[src/rtl/spi_slave_if.sv]
// SPI slave bus bundle: serial pins plus the
// parallel tx/rx handshake and status pulses.
interface spi_slave_if #(
  parameter int DATA_WIDTH = 16
);
  logic                  sclk;
  logic                  ss_n;
  logic                  mosi;
  logic                  miso;
  logic                  miso_oe;
  logic [DATA_WIDTH-1:0] tx_data;
  logic                  tx_valid;
  logic                  tx_ready;
  logic [DATA_WIDTH-1:0] rx_data;
  logic                  rx_valid;
  logic                  busy;
  logic                  irq;
  logic                  tx_underrun;
  logic                  frame_err;

  modport slave (
    input  sclk, ss_n, mosi, tx_data, tx_valid,
    output miso, miso_oe, tx_ready, rx_data,
    output rx_valid, busy, irq, tx_underrun,
    output frame_err
  );

  modport master (
    output sclk, ss_n, mosi, tx_data, tx_valid,
    input  miso, miso_oe, tx_ready, rx_data,
    input  rx_valid, busy, irq, tx_underrun,
    input  frame_err
  );
endinterface

[src/rtl/spi_slave.sv]
// SPI slave, all four modes, oversampled on clk.
// Pins are synchronised; edges drive the FSM.
module spi_slave #(
  parameter int MODE       = 0,
  parameter int DATA_WIDTH = 16
) (
  input logic       clk,
  input logic       rst,
  spi_slave_if.slave bus
);
  localparam logic CPOL = MODE[1];
  localparam logic CPHA = MODE[0];
  localparam int   CW   = $clog2(DATA_WIDTH) + 1;
  localparam logic [CW-1:0] LAST = CW'(DATA_WIDTH - 1);

  typedef enum logic [1:0] {
    WAIT_DESEL,
    IDLE,
    ACTIVE
  } state_t;

  state_t state_q, state_d;

  // [0]/[1] synchroniser, [2] history
  logic [2:0] sclk_sy, ss_sy, mosi_sy;
  logic [1:0] settle;

  logic [DATA_WIDTH-1:0] hold_q, tx_sr, rx_sr;
  logic [DATA_WIDTH-1:0] rx_data_q;
  logic                  hold_full, skip, pend_ur;
  logic [CW-1:0]         bit_cnt;
  logic rx_valid_q, ur_q, fe_q;

  logic sclk_rise, sclk_fall, ss_rise, ss_fall;
  logic lead, trail, sample_edge, shift_edge;
  logic load_entry, load_wrap, load;
  logic sample_en, shift_en, abort, tx_ready;

  assign sclk_rise = sclk_sy[1] & ~sclk_sy[2];
  assign sclk_fall = ~sclk_sy[1] & sclk_sy[2];
  assign ss_rise   = ss_sy[1] & ~ss_sy[2];
  assign ss_fall   = ~ss_sy[1] & ss_sy[2];

  assign lead  = CPOL ? sclk_fall : sclk_rise;
  assign trail = CPOL ? sclk_rise : sclk_fall;
  assign sample_edge = CPHA ? trail : lead;
  assign shift_edge  = CPHA ? lead : trail;

  assign load     = load_entry | load_wrap;
  assign tx_ready = ~hold_full & ~load;

  // Pin synchronisers and post-reset settle count
  always_ff @(posedge clk) begin
    if (rst) begin
      sclk_sy <= {3{CPOL}};
      ss_sy   <= 3'b111;
      mosi_sy <= 3'b000;
      settle  <= 2'd0;
    end else begin
      sclk_sy <= {sclk_sy[1:0], bus.sclk};
      ss_sy   <= {ss_sy[1:0], bus.ss_n};
      mosi_sy <= {mosi_sy[1:0], bus.mosi};
      if (settle != 2'd3)
        settle <= settle + 2'd1;
    end
  end

  // State register
  always_ff @(posedge clk) begin
    if (rst) state_q <= WAIT_DESEL;
    else     state_q <= state_d;
  end

  // Next state and per-cycle strobes
  always_comb begin
    state_d    = state_q;
    load_entry = 1'b0;
    load_wrap  = 1'b0;
    sample_en  = 1'b0;
    shift_en   = 1'b0;
    abort      = 1'b0;
    unique case (state_q)
      WAIT_DESEL: begin
        if (settle == 2'd3 && ss_sy[1])
          state_d = IDLE;
      end
      IDLE: begin
        if (ss_fall) begin
          state_d    = ACTIVE;
          load_entry = 1'b1;
        end
      end
      ACTIVE: begin
        if (ss_rise) begin
          state_d = IDLE;
          abort   = (bit_cnt != '0);
        end else begin
          sample_en = sample_edge;
          shift_en  = shift_edge;
          load_wrap = sample_edge &&
                      bit_cnt == LAST;
        end
      end
      default: state_d = WAIT_DESEL;
    endcase
  end

  // Holding register, shifters, counter, pulses
  always_ff @(posedge clk) begin
    if (rst) begin
      hold_q     <= '0;
      hold_full  <= 1'b0;
      tx_sr      <= '0;
      skip       <= 1'b0;
      pend_ur    <= 1'b0;
      rx_sr      <= '0;
      bit_cnt    <= '0;
      rx_data_q  <= '0;
      rx_valid_q <= 1'b0;
      ur_q       <= 1'b0;
      fe_q       <= 1'b0;
    end else begin
      rx_valid_q <= 1'b0;
      ur_q       <= 1'b0;
      fe_q       <= abort;

      if (load)
        hold_full <= 1'b0;
      else if (bus.tx_valid && tx_ready) begin
        hold_q    <= bus.tx_data;
        hold_full <= 1'b1;
      end

      // The edge right after a reload belongs to the
      // previous bit (CPHA=0) or presents the MSB (CPHA=1).
      if (load) begin
        tx_sr <= hold_full ? hold_q : '0;
        skip  <= load_wrap | CPHA;
      end else if (shift_en) begin
        if (skip) skip <= 1'b0;
        else tx_sr <= {tx_sr[DATA_WIDTH-2:0], 1'b0};
      end

      // A wrap-time underrun only counts once the
      // master actually clocks the next frame.
      if (load) begin
        ur_q    <= load_entry & ~hold_full;
        pend_ur <= load_wrap & ~hold_full;
      end else if (state_d != ACTIVE)
        pend_ur <= 1'b0;
      else if (sample_en && pend_ur) begin
        pend_ur <= 1'b0;
        ur_q    <= 1'b1;
      end

      if (state_d != ACTIVE) begin
        bit_cnt <= '0;
        rx_sr   <= '0;
      end else if (sample_en) begin
        rx_sr <= {rx_sr[DATA_WIDTH-2:0], mosi_sy[2]};
        if (load_wrap) begin
          bit_cnt    <= '0;
          rx_data_q  <= {rx_sr[DATA_WIDTH-2:0],
                         mosi_sy[2]};
          rx_valid_q <= 1'b1;
        end else
          bit_cnt <= bit_cnt + CW'(1);
      end
    end
  end

  assign bus.miso        = (state_q == ACTIVE) &
                           tx_sr[DATA_WIDTH-1];
  assign bus.miso_oe     = (state_q == ACTIVE);
  assign bus.busy        = (state_q == ACTIVE);
  assign bus.tx_ready    = tx_ready;
  assign bus.rx_data     = rx_data_q;
  assign bus.rx_valid    = rx_valid_q;
  assign bus.tx_underrun = ur_q;
  assign bus.frame_err   = fe_q;
  assign bus.irq         = rx_valid_q | ur_q | fe_q;
endmodule

[src/flat_wrapper.sv]
// flat-port wrapper written by rule: the top's interface ports become plain ports
module spi_slave_flat 
#(
  parameter int MODE       = 0,
  parameter int DATA_WIDTH = 16
)
  (clk, rst, bus_sclk, bus_ss_n, bus_mosi, bus_tx_data, bus_tx_valid, bus_miso, bus_miso_oe, bus_tx_ready, bus_rx_data, bus_rx_valid, bus_busy, bus_irq, bus_tx_underrun, bus_frame_err);
  spi_slave_if #(.DATA_WIDTH(DATA_WIDTH)) bus_i ();
  input logic clk;
  input logic rst;
  input wire logic [$bits(bus_i.sclk)-1:0] bus_sclk;
  input wire logic [$bits(bus_i.ss_n)-1:0] bus_ss_n;
  input wire logic [$bits(bus_i.mosi)-1:0] bus_mosi;
  input wire logic [$bits(bus_i.tx_data)-1:0] bus_tx_data;
  input wire logic [$bits(bus_i.tx_valid)-1:0] bus_tx_valid;
  output wire logic [$bits(bus_i.miso)-1:0] bus_miso;
  output wire logic [$bits(bus_i.miso_oe)-1:0] bus_miso_oe;
  output wire logic [$bits(bus_i.tx_ready)-1:0] bus_tx_ready;
  output wire logic [$bits(bus_i.rx_data)-1:0] bus_rx_data;
  output wire logic [$bits(bus_i.rx_valid)-1:0] bus_rx_valid;
  output wire logic [$bits(bus_i.busy)-1:0] bus_busy;
  output wire logic [$bits(bus_i.irq)-1:0] bus_irq;
  output wire logic [$bits(bus_i.tx_underrun)-1:0] bus_tx_underrun;
  output wire logic [$bits(bus_i.frame_err)-1:0] bus_frame_err;
  assign bus_i.sclk = bus_sclk;
  assign bus_i.ss_n = bus_ss_n;
  assign bus_i.mosi = bus_mosi;
  assign bus_i.tx_data = bus_tx_data;
  assign bus_i.tx_valid = bus_tx_valid;
  assign bus_miso = bus_i.miso;
  assign bus_miso_oe = bus_i.miso_oe;
  assign bus_tx_ready = bus_i.tx_ready;
  assign bus_rx_data = bus_i.rx_data;
  assign bus_rx_valid = bus_i.rx_valid;
  assign bus_busy = bus_i.busy;
  assign bus_irq = bus_i.irq;
  assign bus_tx_underrun = bus_i.tx_underrun;
  assign bus_frame_err = bus_i.frame_err;
  spi_slave #(.MODE(MODE), .DATA_WIDTH(DATA_WIDTH)) u_core (.clk(clk), .rst(rst), .bus(bus_i));
endmodule
[config.mk]
export PLATFORM = sky130hd
export DESIGN_NAME = spi_slave_flat
export DESIGN_NICKNAME = d
export VERILOG_FILES = /design/src/rtl/spi_slave_if.sv /design/src/rtl/spi_slave.sv /design/src/flat_wrapper.sv
export SDC_FILE = /design/constraint.sdc
export NUM_CORES = 1
export LEC_CHECK = 0
export CAP_MARGIN = 20
export CORE_MARGIN = 4
export CORE_UTILIZATION = 49
export DETAILED_ROUTE_END_ITERATION = 6
export GPL_TIMING_DRIVEN = 0
export PLACE_DENSITY = 0.71
export REMOVE_ABC_BUFFERS = 1
export SLEW_MARGIN = 5
export SYNTH_ARGS = -nofsm -noshare
export SYNTH_HDL_FRONTEND = slang
export SYNTH_SLANG_ARGS = --single-unit
[constraint.sdc]
create_clock -name clk -period 4.8 [get_ports clk]
set_clock_uncertainty 0.05 [all_clocks]
set_input_delay 0.96 -clock clk [delete_from_list [all_inputs] [get_ports clk]]
set_output_delay 0.96 -clock clk [all_outputs]
set_load 0.005 [all_outputs]
Yosys cells after proc, flatten, opt, wreduce, memory -nomap -nowiden
Index checks and enable logic that the tools add are counted.
{"block": "totals", "word_cells": 87, "ff_bits": 87, "inputBits": 22, "out_inout_bits": 24}
{"block": "classes", "n_mux": 26, "n_eq_ne": 7, "bitwise": 21, "add_sub_neg": 2, "n_reduce_logical": 15}
{"op": "16-bit two-way mux", "n": 4}
{"op": "1-bit two-way mux", "n": 17}
{"op": "1-bit inverter", "n": 10}
{"op": "1-bit AND", "n": 8}
{"op": "2-bit two-way mux", "n": 3}
{"op": "2-bit inequality test (second input constant)", "n": 3}
{"op": "2-bit one-hot mux with 3 select lines", "n": 1}
{"op": "3-bit OR reduction", "n": 2}
{"op": "5-bit by 1-bit adder with 5-bit output (second input constant)", "n": 1}
{"op": "5-bit by 4-bit equality test with 1-bit output (second input constant)", "n": 1}
{"op": "5-bit two-way mux", "n": 1}
{"op": "5-bit nonzero test", "n": 1}
{"op": "2-bit equality test (second input constant)", "n": 2}
{"op": "1-bit logical AND", "n": 4}
{"op": "2-bit AND reduction", "n": 2}
{"op": "2-bit OR reduction", "n": 2}
{"op": "1-bit OR", "n": 3}
{"op": "3-bit AND reduction", "n": 1}
{"op": "3-bit nonzero test", "n": 1}
{"op": "2-bit by 1-bit adder with 2-bit output (second input constant)", "n": 1}
{"op": "2-bit by 1-bit equality test with 1-bit output (second input constant)", "n": 1}
{"op": "2-bit logical NOT", "n": 1}
{"op": "2-bit nonzero test", "n": 1}

Depth between registers and ports, before layout
Gate-level depths: netlist (run 1).
{"block": "logic_depth", "word_depth": 10, "ltp_mapped": 9, "depth_no_buf": 7}

Worst setup path before layout (run 1)
OpenSTA, ideal clock, no wires.
{"block": "synth_path", "path_kind": "reg2out", "startpoint": "reg u_core.bit_cnt[0]", "endpoint": "out bus_tx_ready", "path_buffers": 0, "stages_incl_launch_ff": 7, "t_arrival_ns": 1.374, "path_slack_ns": 2.416, "path_cell_list": "dfxtp_1 ha_1 and3_1 ha_1 nand3b_1 o31ai_4 nor2_1"}
{"block": "synth_via", "elab_chain_len": 7}
{"element": "start: declaration", "line_no": "spi_slave.sv:31", "text": "logic [CW-1:0] bit_cnt;"}
{"element": "start signal: assignment", "line_no": "spi_slave.sv:167", "text": "bit_cnt <= bit_cnt + CW'(1);"}
{"element": "5-bit by 4-bit equality test with 1-bit output", "line_no": "spi_slave.sv:101", "text": "bit_cnt == LAST;"}
{"element": "1-bit logical AND", "line_no": "spi_slave.sv:100", "text": "load_wrap = sample_edge &&"}
{"element": "1-bit two-way mux", "line_no": "spi_slave.sv:94", "text": "if (ss_rise) begin"}
{"element": "1-bit two-way mux", "line_no": "spi_slave.sv:82", "text": "unique case (state_q)"}
{"element": "1-bit OR", "line_no": "spi_slave.sv:49", "text": "assign load = load_entry | load_wrap;"}
{"element": "1-bit inverter (no line)"}
{"element": "1-bit AND", "line_no": "spi_slave.sv:50", "text": "assign tx_ready = ~hold_full & ~load;"}
{"element": "end: declaration", "line_no": "flat_wrapper.sv:18", "text": "output wire logic [$bits(bus_i.tx_ready)-1:0] bus_tx_ready;"}
No other way between the ends.

Worst setup path in the final report (run 1)
Same ends and word-level chain as after synthesis.

==> results of run 1 <==
## registers in the layout, indices dropped and copies added (netlist names), 2 cells and up
register,cells
u_core.bit_cnt,5
u_core.rx_sr,15
u_core.sclk_sy,3
u_core.bus.rx_data,16
u_core.settle,2
u_core.ss_sy,3
u_core.mosi_sy,3
u_core.state_q,2
u_core.tx_sr,16
u_core.hold_q,16
## routing by layer
| metal | vias up | GRT usage | wire length [um] |
|---|---|---|---|
| met5 | - | 0 | 0 |
| met3 | 8 | 0.0520 | 300 |
| met1 | 1157 | 0.202 | 3250 |
| met4 | 0 | 0.0476 | 83 |
| met2 | 59 | 0.227 | 2640 |
| li1 | 1277 | - | - |
## final cells by class
class	instances	area [um^2]	share of cell area
clock buffer	11	141	0.0335
inverter	5	18.8	0.00444
tap	96	120	0.0284
timing repair buffer	49	515	0.122
clock inverter	5	56.3	0.0133
sequential	87	1740	0.412
multi-input combinational	235	1630	0.386
## per-stage QoR
stage / utilization / hold slack (ns)
2_1_floorplan: - / 0.339
3_3_place_gp: 0.575 / 0.352
3_5_place_dp: 0.586 / 0.353
4_1_cts: 0.615 / 0.384
5_1_grt: 0.615 / 0.394
6_report: 0.615 / 0.383
## placed cells by master (no fill, tap or decap), types with 7 or more instances in the layout
cell / netlist / layout
a21oi_1: 24 / 24
clkbuf_8: 0 / 10
clkdlybuf4s50_1: 0 / 44
dfxtp_1: 87 / 87
mux2i_1: 42 / 42
nand2_1: 37 / 37
nand2b_1: 36 / 36
nor2_1: 25 / 25
nor2b_1: 7 / 7
o2bb2ai_1: 7 / 7
## cells by family (layout without fill, tap and decap cells)
family / after synthesis / in the layout / synth area share
DFF: 87 / 87 / 0.495
and+or+nand+nor: 137 / 137 / 0.223
AOI/OAI and AO/OA: 51 / 51 / 0.102
xor gates and xnor gates: 1 / 1 / 0.00249
muxes: 42 / 42 / 0.119
buffers and inverters: 30 / 70 / 0.0448
adders and majority gates: 4 / 4 / 0.0142
## worst max path at each step
stage | to | start | slack, ns | depth (start not counted)
floorplan | u_core.hold_q[0] | u_core.bit_cnt[0] | 1.33 | 7
global placement | u_core.hold_q[6] | bus_tx_valid | 0.43 | 3
detailed placement | bus_tx_ready | u_core.bit_cnt[0] | 1.54 | 7
CTS | bus_tx_ready | u_core.bit_cnt[0] | 1.15 | 7
global route | bus_tx_ready | u_core.bit_cnt[0] | 0.99 | 7
finish | bus_tx_ready | u_core.bit_cnt[0] | 1.16 | 7
## where the power goes
part           switching [mW]  leakage (nW)  internal, mW  total [mW]
combinational          0.0349         0.681        0.0461      0.0810
clock                   0.246        0.0997         0.255       0.501
sequential             0.0113         0.706         0.739       0.750
==> metrics.csv, run 1 <==
metric;value;unit
max incr delay on CP;0.45;ns
RSZ-0062 raised after global routing;no;
post-synth cell types;45;
total setup buffers inserted after CTS;0;
Max-slew headroom;0.365;
post-layout power;1.33;mW
Max Cap Violations;0;
Critical Path RT;3.79;ns
setup TNS after final layout;0;ns
PD cells;315;nW/um^2
Max Buffers Root-to-Sink;2;
WS Path Type;reg -> out;
drt total wl;6.27;mm
cts hold-fix bufs;0;
synth warn;0;
grt total ovfl;0;
Worst Tran Pin Value;0.949;ns
wire per inst;12.8;um
CTS Buf Count;9;
Hold Path Class;reg -> reg;
Synth Flop Type;dfxtp_1;
CTS Root Cell;clkbuf_8;
worst skew pair latency;0.35;ns
Resize count post-CTS;0;
top cell family by delay on the critical path;adder cells;
top cells by area, synth;dfxtp_1 (49%), mux2i_1 (12%), nand2b_1 (6.4%), nand2_1 (3.9%), a21oi_1 (3.4%);
final hold vios;0;
mean area per synthesized cell;10.0;um^2
CP Buf/Inv Count;1;
worst-path fanout max;11;
Slew Limit Fails;0;
total track usage;0.150;
Post-Place Setup Slack;1.54;ns
Area growth syn-to-layout;20.0;%
WHS Path Cells;1;
CTS tree;yes;
crit path capture type;output port;
clock period minus worst slack;3.64;ns
vias in the first global route;2273;
slowest CP cell;clkdlybuf4s50_1;
most frequent cell after synthesis;dfxtp_1;
Worst Hold Path EP;u_core.ss_sy[1];
Synth top area share;0.495;
# DRC;0;
hpwl dp;4.19;mm
top post-synthesis cells by count;dfxtp_1 (87), mux2i_1 (42), nand2_1 (37);
initial core utilization;0.512;
setup ws final;1.16;ns
status;finished, final reports clean;
Seq/Total Area, Yosys;0.495;
worst r2r dst;u_core.tx_sr[6];
most used cell along the critical path;ha_1;
Nets;413;
largest net degree at the start of global routing;42;
Crit path arrival time;2.63;ns
crit-path cells;ha_1, and3_1, ha_1, nand3b_1, o31ai_4, nor2_1, clkdlybuf4s50_1;
CP Launch Type;flip-flop;
H-tree depth;3;
Worst Reg-to-Reg Cells;7;
share of layout cells above drive strength 1;0.0842;
Die Area;8600;um^2
Die X;92.8;um
P_leak;1.49;nW
diodes inserted;0;
number of flops mapped to enable cells by yosys;0;
final setup vio count;0;
fin crit share;0.759;
area leader, netlist;dfxtp_1;
initial antenna violation count;0;
1st-iter DRT viols;127;
Hold Crit Start;u_core.ss_sy[0];
Synth Register Bits;87;
Cells after Synth;352;
post-synthesis async set-or-reset flop share;0;
global-route wire length before repair;10.4;mm
cell area after layout;4230;um^2
VDD IR max;0.000231;V
drt first pass iters;4;
DP Cell Count;472;
RR Startpoint;u_core.bit_cnt[0];
Clock Pin Slew Worst Setup and Hold Paths;0.08;ns
fill count;592;
Post-DP Area;4030;um^2
Core Rows;30;
CORE AREA;6870;um^2
Post-Layout Cell Count;488;
flop2flop setup slack;1.84;ns
post-route ant nets;0;
Via density;5.13;
Synth Cell Area;3520;um^2
Die Y;92.8;um
Vias;2501;
Buffers on Ports;45;
I/O pins;46;
Fmax;275;MHz
GPL Wtd Cong;0.758;
clock sink count;87;
No activity file was read; power rests on OpenSTA's default activity.
==> run 2: changes to the inputs <==
Settings changed: PLACE_DENSITY 0.71 to 0.74.
Clock period 4.8 ns to 3 ns, I/O delays scaled along.
==> metrics.csv, run 2 (synthesis gave the netlist of run 1 again) <==
metric;value;unit;change
CTS Buf Count;9;;unchanged
worst hold margin;0.376;ns;-0.00704 ns
max incr delay on CP;0.52;ns;+0.07 ns
Max Cap Violations;0;;unchanged
1st-iter DRT viols;93;;-27%
CTS tree;yes;;
P_leak;1.51;nW;+1.5%
CP Launch Type;flip-flop;;
largest net degree at the start of global routing;49;;+17%
global-route wire length before repair;10.9;mm;+5.2%
final hold vios;0;;unchanged
Core Rows;30;;unchanged
crit path capture type;output port;;
slowest CP cell;clkdlybuf4s50_1;;
Post-Place Setup Slack;0.0652;ns;-1.48 ns
Die Y;92.8;um;unchanged
top cell family by delay on the critical path;simple AND/OR/NAND/NOR gates;;
Via density;5.02;;-2.0%
Area growth syn-to-layout;20.9;%;
initial core utilization;0.512;;unchanged
Clock Pin Slew Worst Setup and Hold Paths;0.09;ns;about the same
Crit path arrival time;2.23;ns;-0.40 ns
setup TNS after final layout;0;ns;unchanged
drt total wl;6.51;mm;+3.8%
crit-path cells;ha_1, and3_1, ha_4, nand3b_1, o31ai_4, nor2_1, clkdlybuf4s50_1;;
combinational share of power;0.061;;about the same
clock sink count;87;;unchanged
Hold Path Class;reg -> reg;;
GPL Wtd Cong;0.766;;+1.0%
WS Path Type;reg -> out;;
vias in the first global route;2328;;+2.4%
P_int;1.58;mW;+52%
CP Buf/Inv Count;1;;unchanged
# DRC;0;;unchanged
Max Buffers Root-to-Sink;2;;unchanged
Die Area;8600;um^2;unchanged
final setup vio count;0;;unchanged
Die X;92.8;um;unchanged
worst-path fanout max;6;;-5
fin crit share;0.962;;
total track usage;0.158;;+0.00807
hpwl dp;4.21;mm;+0.57%
Switching Fraction;0.253;;+0.0343
worst skew pair latency;0.35;ns;about the same
post-route ant nets;0;;unchanged
Clk pwr share;0.371;;-0.005
I/O pins;46;;unchanged
Sequential Power Share;0.568;;+0.005
Slew Limit Fails;0;;unchanged
diodes inserted;0;;unchanged
VDD IR max;0.000263;V;+13%
most frequent cells in the layout;dfxtp_1 (85), clkdlybuf4s50_1 (44), mux2i_1 (42);;
most common cell after layout, fill and taps aside;dfxtp_1;;
final core occ;0.619;;+0.00419
clock period minus worst slack;2.88;ns;
CTS Root Cell;clkbuf_8;;
status;finished, final reports clean;;
post-layout power;2.12;mW;+59%
wire per inst;13.2;um;+2.8%
setup ws final;0.115;ns;-1.04 ns
grt total ovfl;0;;unchanged
share of layout cells above drive strength 1;0.106;;+0.0216
H-tree depth;3;;unchanged
Vias;2477;;-0.96%
PD cells;497;nW/um^2;+58%
CORE AREA;6870;um^2;unchanged
cts hold-fix bufs;0;;unchanged
Fmax;347;MHz;
switching power of the nets;0.536;mW;+84%
Nets;418;;+1.2%
Buffers on Ports;45;;unchanged
Worst Tran Pin Value;0.923;ns;-0.0259 ns
drt first pass iters;4;;unchanged
initial antenna violation count;0;;unchanged
Critical Path RT;2.35;ns;-1.44 ns
Max-slew headroom;0.382;;+0.0173
## run 2: cell types whose count changed in the layout (fill, tap and decap cells not counted), moves of 2 or more
cell     before  now
buf_4         0    5
dfxtp_1      87   85
dfxtp_2       0    2
inv_6         1    4
inv_8         0    2
## run 2: worst paths after layout
| path | endpoint | cells past startpoint | from | slack (ns) |
|---|---|---|---|---|
| worst min register to register | u_core.ss_sy[1] | 1 | u_core.ss_sy[0] | 0.38 |
| worst max-delay path | bus_tx_ready | 7 | u_core.bit_cnt[0] | 0.12 |
| worst max register to register | u_core.tx_sr[11] | 9 | u_core.bit_cnt[0] | 0.15 |
| worst min-delay path | u_core.ss_sy[1] | 1 | u_core.ss_sy[0] | 0.38 |
## run 2: worst register-to-register path, cell delays in order, from the launching register on
cell and delay, ns:
dfxtp_2 0.38, ha_1 0.18, and3_1 0.22, ha_4 0.18, nand3b_1 0.15, buf_4 0.18
buf_4 0.13, o31a_1 0.33, nor3b_2 0.72, a221o_1 0.27
## run 2: per-stage QoR
stage,cells,area (um^2)
floorplan,327,3380
global placement,468,3950
detailed placement,472,4020
CTS,490,4230
global route,493,4250
finish,493,4250
## run 2: power by group through the flow
stage	sequential, mW	combinational, mW	clock, mW
after floorplan	1.22	0.0690	0
after global placement	1.23	0.123	0
after detailed placement	1.23	0.130	0
after CTS	1.20	0.131	0.802
after global routing	1.20	0.143	0.860
final	1.20	0.129	0.786
## run 2: final cells by class
cell class	count	area, um^2
fill	583	2620
inverter	5	18.8
clock buffer	9	124
tap	96	120
timing repair buffer	54	541
multi-input combinational	235	1640
clock inverter	7	62.6
sequential	87	1740
## run 2: layer usage
| metal | vias to the layer above | track usage | routed length (um) |
|---|---|---|---|
| li1 | 1283 | - | - |
| met1 | 1134 | 0.220 | 3310 |
| met2 | 49 | 0.230 | 2830 |
| met3 | 11 | 0.0366 | 238 |
| met4 | 0 | 0.0794 | 131 |
| met5 | - | 0 | 0 |
## run 2: what timing repair did
item,4_1_cts,5_1_grt
setup buffers,2,3
setup endpoints to repair,1,1
gates resized for setup,4,0
gates cloned,0,0
pin swaps,1,1
==> run 3: changes to the inputs <==
Settings changed: REMOVE_ABC_BUFFERS 1 to default.
==> metrics.csv, run 3 (synthesis gave the netlist of run 1 again) <==
metric;value;unit;change
H-tree depth;3;;unchanged
setup TNS after final layout;0;ns;unchanged
vias in the first global route;2493;;+7.1%
Die Y;92.8;um;unchanged
fin crit share;0.946;;-0.0154
CORE AREA;6870;um^2;unchanged
Die X;92.8;um;unchanged
clock sink count;87;;unchanged
most common cell after layout, fill and taps aside;dfxtp_1;;
Buffers on Ports;45;;unchanged
Switching Fraction;0.222;;-0.0315
final hold vios;0;;unchanged
switching power of the nets;0.465;mW;-13%
initial core utilization;0.512;;unchanged
worst hold margin;0.368;ns;-0.00819 ns
synthesized net count;378;;
Die Area;8600;um^2;unchanged
cell area after layout;4300;um^2;+1.1%
Vias;2592;;+4.6%
Post-Layout Cell Count;510;;+3.4%
fill count;586;;+0.51%
hpwl dp;4.80;mm;+14%
initial antenna violation count;0;;unchanged
Max Cap Violations;0;;unchanged
worst skew pair latency;0.35;ns;about the same
CP Launch Type;flip-flop;;
drt total wl;6.77;mm;+4.0%
post-layout power;2.10;mW;-0.96%
final setup vio count;0;;unchanged
Post-Place Setup Slack;0.239;ns;+0.174 ns
Core Rows;30;;unchanged
Post-DP Area;4090;um^2;+1.9%
global-route wire length before repair;11.4;mm;+4.5%
largest net degree at the start of global routing;14;;-71%
1st-iter DRT viols;131;;+41%
Clk pwr share;0.364;;-0.007
Via density;5.08;;+1.2%
setup ws final;0.161;ns;+0.0461 ns
WS Path Type;reg -> out;;
Hold Path Class;reg -> reg;;
GPL Wtd Cong;0.793;;+3.5%
VDD IR max;0.000230;V;-12%
RSZ-0062 raised after global routing;no;;
CTS tree;yes;;
P_int;1.63;mW;+3.2%
cts hold-fix bufs;0;;unchanged
total track usage;0.166;;+0.00783
drt first pass iters;4;;unchanged
CTS Buf Count;9;;unchanged
crit path capture type;output port;;
Worst Tran Pin Value;0.763;ns;-0.160 ns
clock period minus worst slack;2.84;ns;-0.0461 ns
wire per inst;13.3;um;+0.51%
status;finished, final reports clean;;
Max-slew headroom;0.488;;+0.106
I/O pins;46;;unchanged
Fmax;352;MHz;+1.6%
# DRC;0;;unchanged
Slew Limit Fails;0;;unchanged
Sequential Power Share;0.572;;+0.004
most frequent cells in the layout;dfxtp_1 (85), clkdlybuf4s50_1 (45), mux2i_1 (42);;
PD cells;487;nW/um^2;-2.0%
final core occ;0.626;;+0.00656
DP Cell Count;493;;+4.4%
grt total ovfl;0;;unchanged
Critical Path RT;2.35;ns;about the same
Max Buffers Root-to-Sink;2;;unchanged
P_leak;1.53;nW;+1.3%
Area growth syn-to-layout;22.1;%;
Clock Pin Slew Worst Setup and Hold Paths;0.08;ns;about the same
CTS Root Cell;clkbuf_8;;
Crit path arrival time;2.19;ns;-0.04 ns
post-route ant nets;0;;unchanged
diodes inserted;0;;unchanged
worst-path fanout max;6;;unchanged
share of layout cells above drive strength 1;0.101;;-0.00434
combinational share of power;0.064;;+0.003
Nets;437;;+4.5%
## run 3: changes by cell type in the layout (fill, tap and decap cells not counted), sizes merged
cell,change
buf,+5
clkinv,+2
inv,-6
clkdlybuf4s50,+1
clkbuf,+14
bufinv,+1
## run 3: path summary, 6_finish.rpt
check	from	to	slack, ns	cells past startpoint
worst min-delay path	u_core.ss_sy[0]	u_core.ss_sy[1]	0.37	1
worst max register to register	u_core.bit_cnt[0]	u_core.bus.rx_data[15]	0.37	9
worst max-delay path	u_core.bit_cnt[0]	bus_tx_ready	0.16	7
worst min register to register	u_core.ss_sy[0]	u_core.ss_sy[1]	0.37	1
## run 3: per-layer routing
layer  vias up  track usage  share of wire
li1       1319            -              -
met4         0       0.0537          0.012
met5         -            0              0
met2        54        0.252           0.44
met3         8       0.0536          0.053
met1      1211        0.224           0.49
## run 3: area by class of cell
cell class / instances / area, um^2 / share of cell area
sequential: 87 / 1750 / 0.406
multi-input combinational: 235 / 1630 / 0.378
timing repair buffer: 48 / 473 / 0.110
buffer: 25 / 139 / 0.0323
clock buffer: 10 / 128 / 0.0297
tap: 96 / 120 / 0.0279
clock inverter: 4 / 48.8 / 0.0114
inverter: 5 / 18.8 / 0.00437
## run 3: what timing repair did
item | CTS | global route
endpoints found under the setup margin | 1 | 1
pin swaps | 1 | 1
buffers inserted | 1 | 2
resized for setup | 0 | 5
## run 3: worst max-delay path, cell delays in order, from the launching register on
cell	delay, ns
dfxtp_4	0.38
ha_2	0.19
and3_1	0.17
ha_1	0.17
nand3b_1	0.17
o31ai_4	0.26
nor2_2	0.06
clkdlybuf4s50_1	0.44
## run 3: power by group through the flow
stage,registers [mW],clock network [mW],logic (mW)
2_1_floorplan,1.22,0,0.0837
3_3_place_gp,1.23,0,0.130
3_5_place_dp,1.23,0,0.135
4_1_cts,1.20,0.775,0.137
5_1_grt,1.20,0.829,0.150
6_report,1.20,0.763,0.135
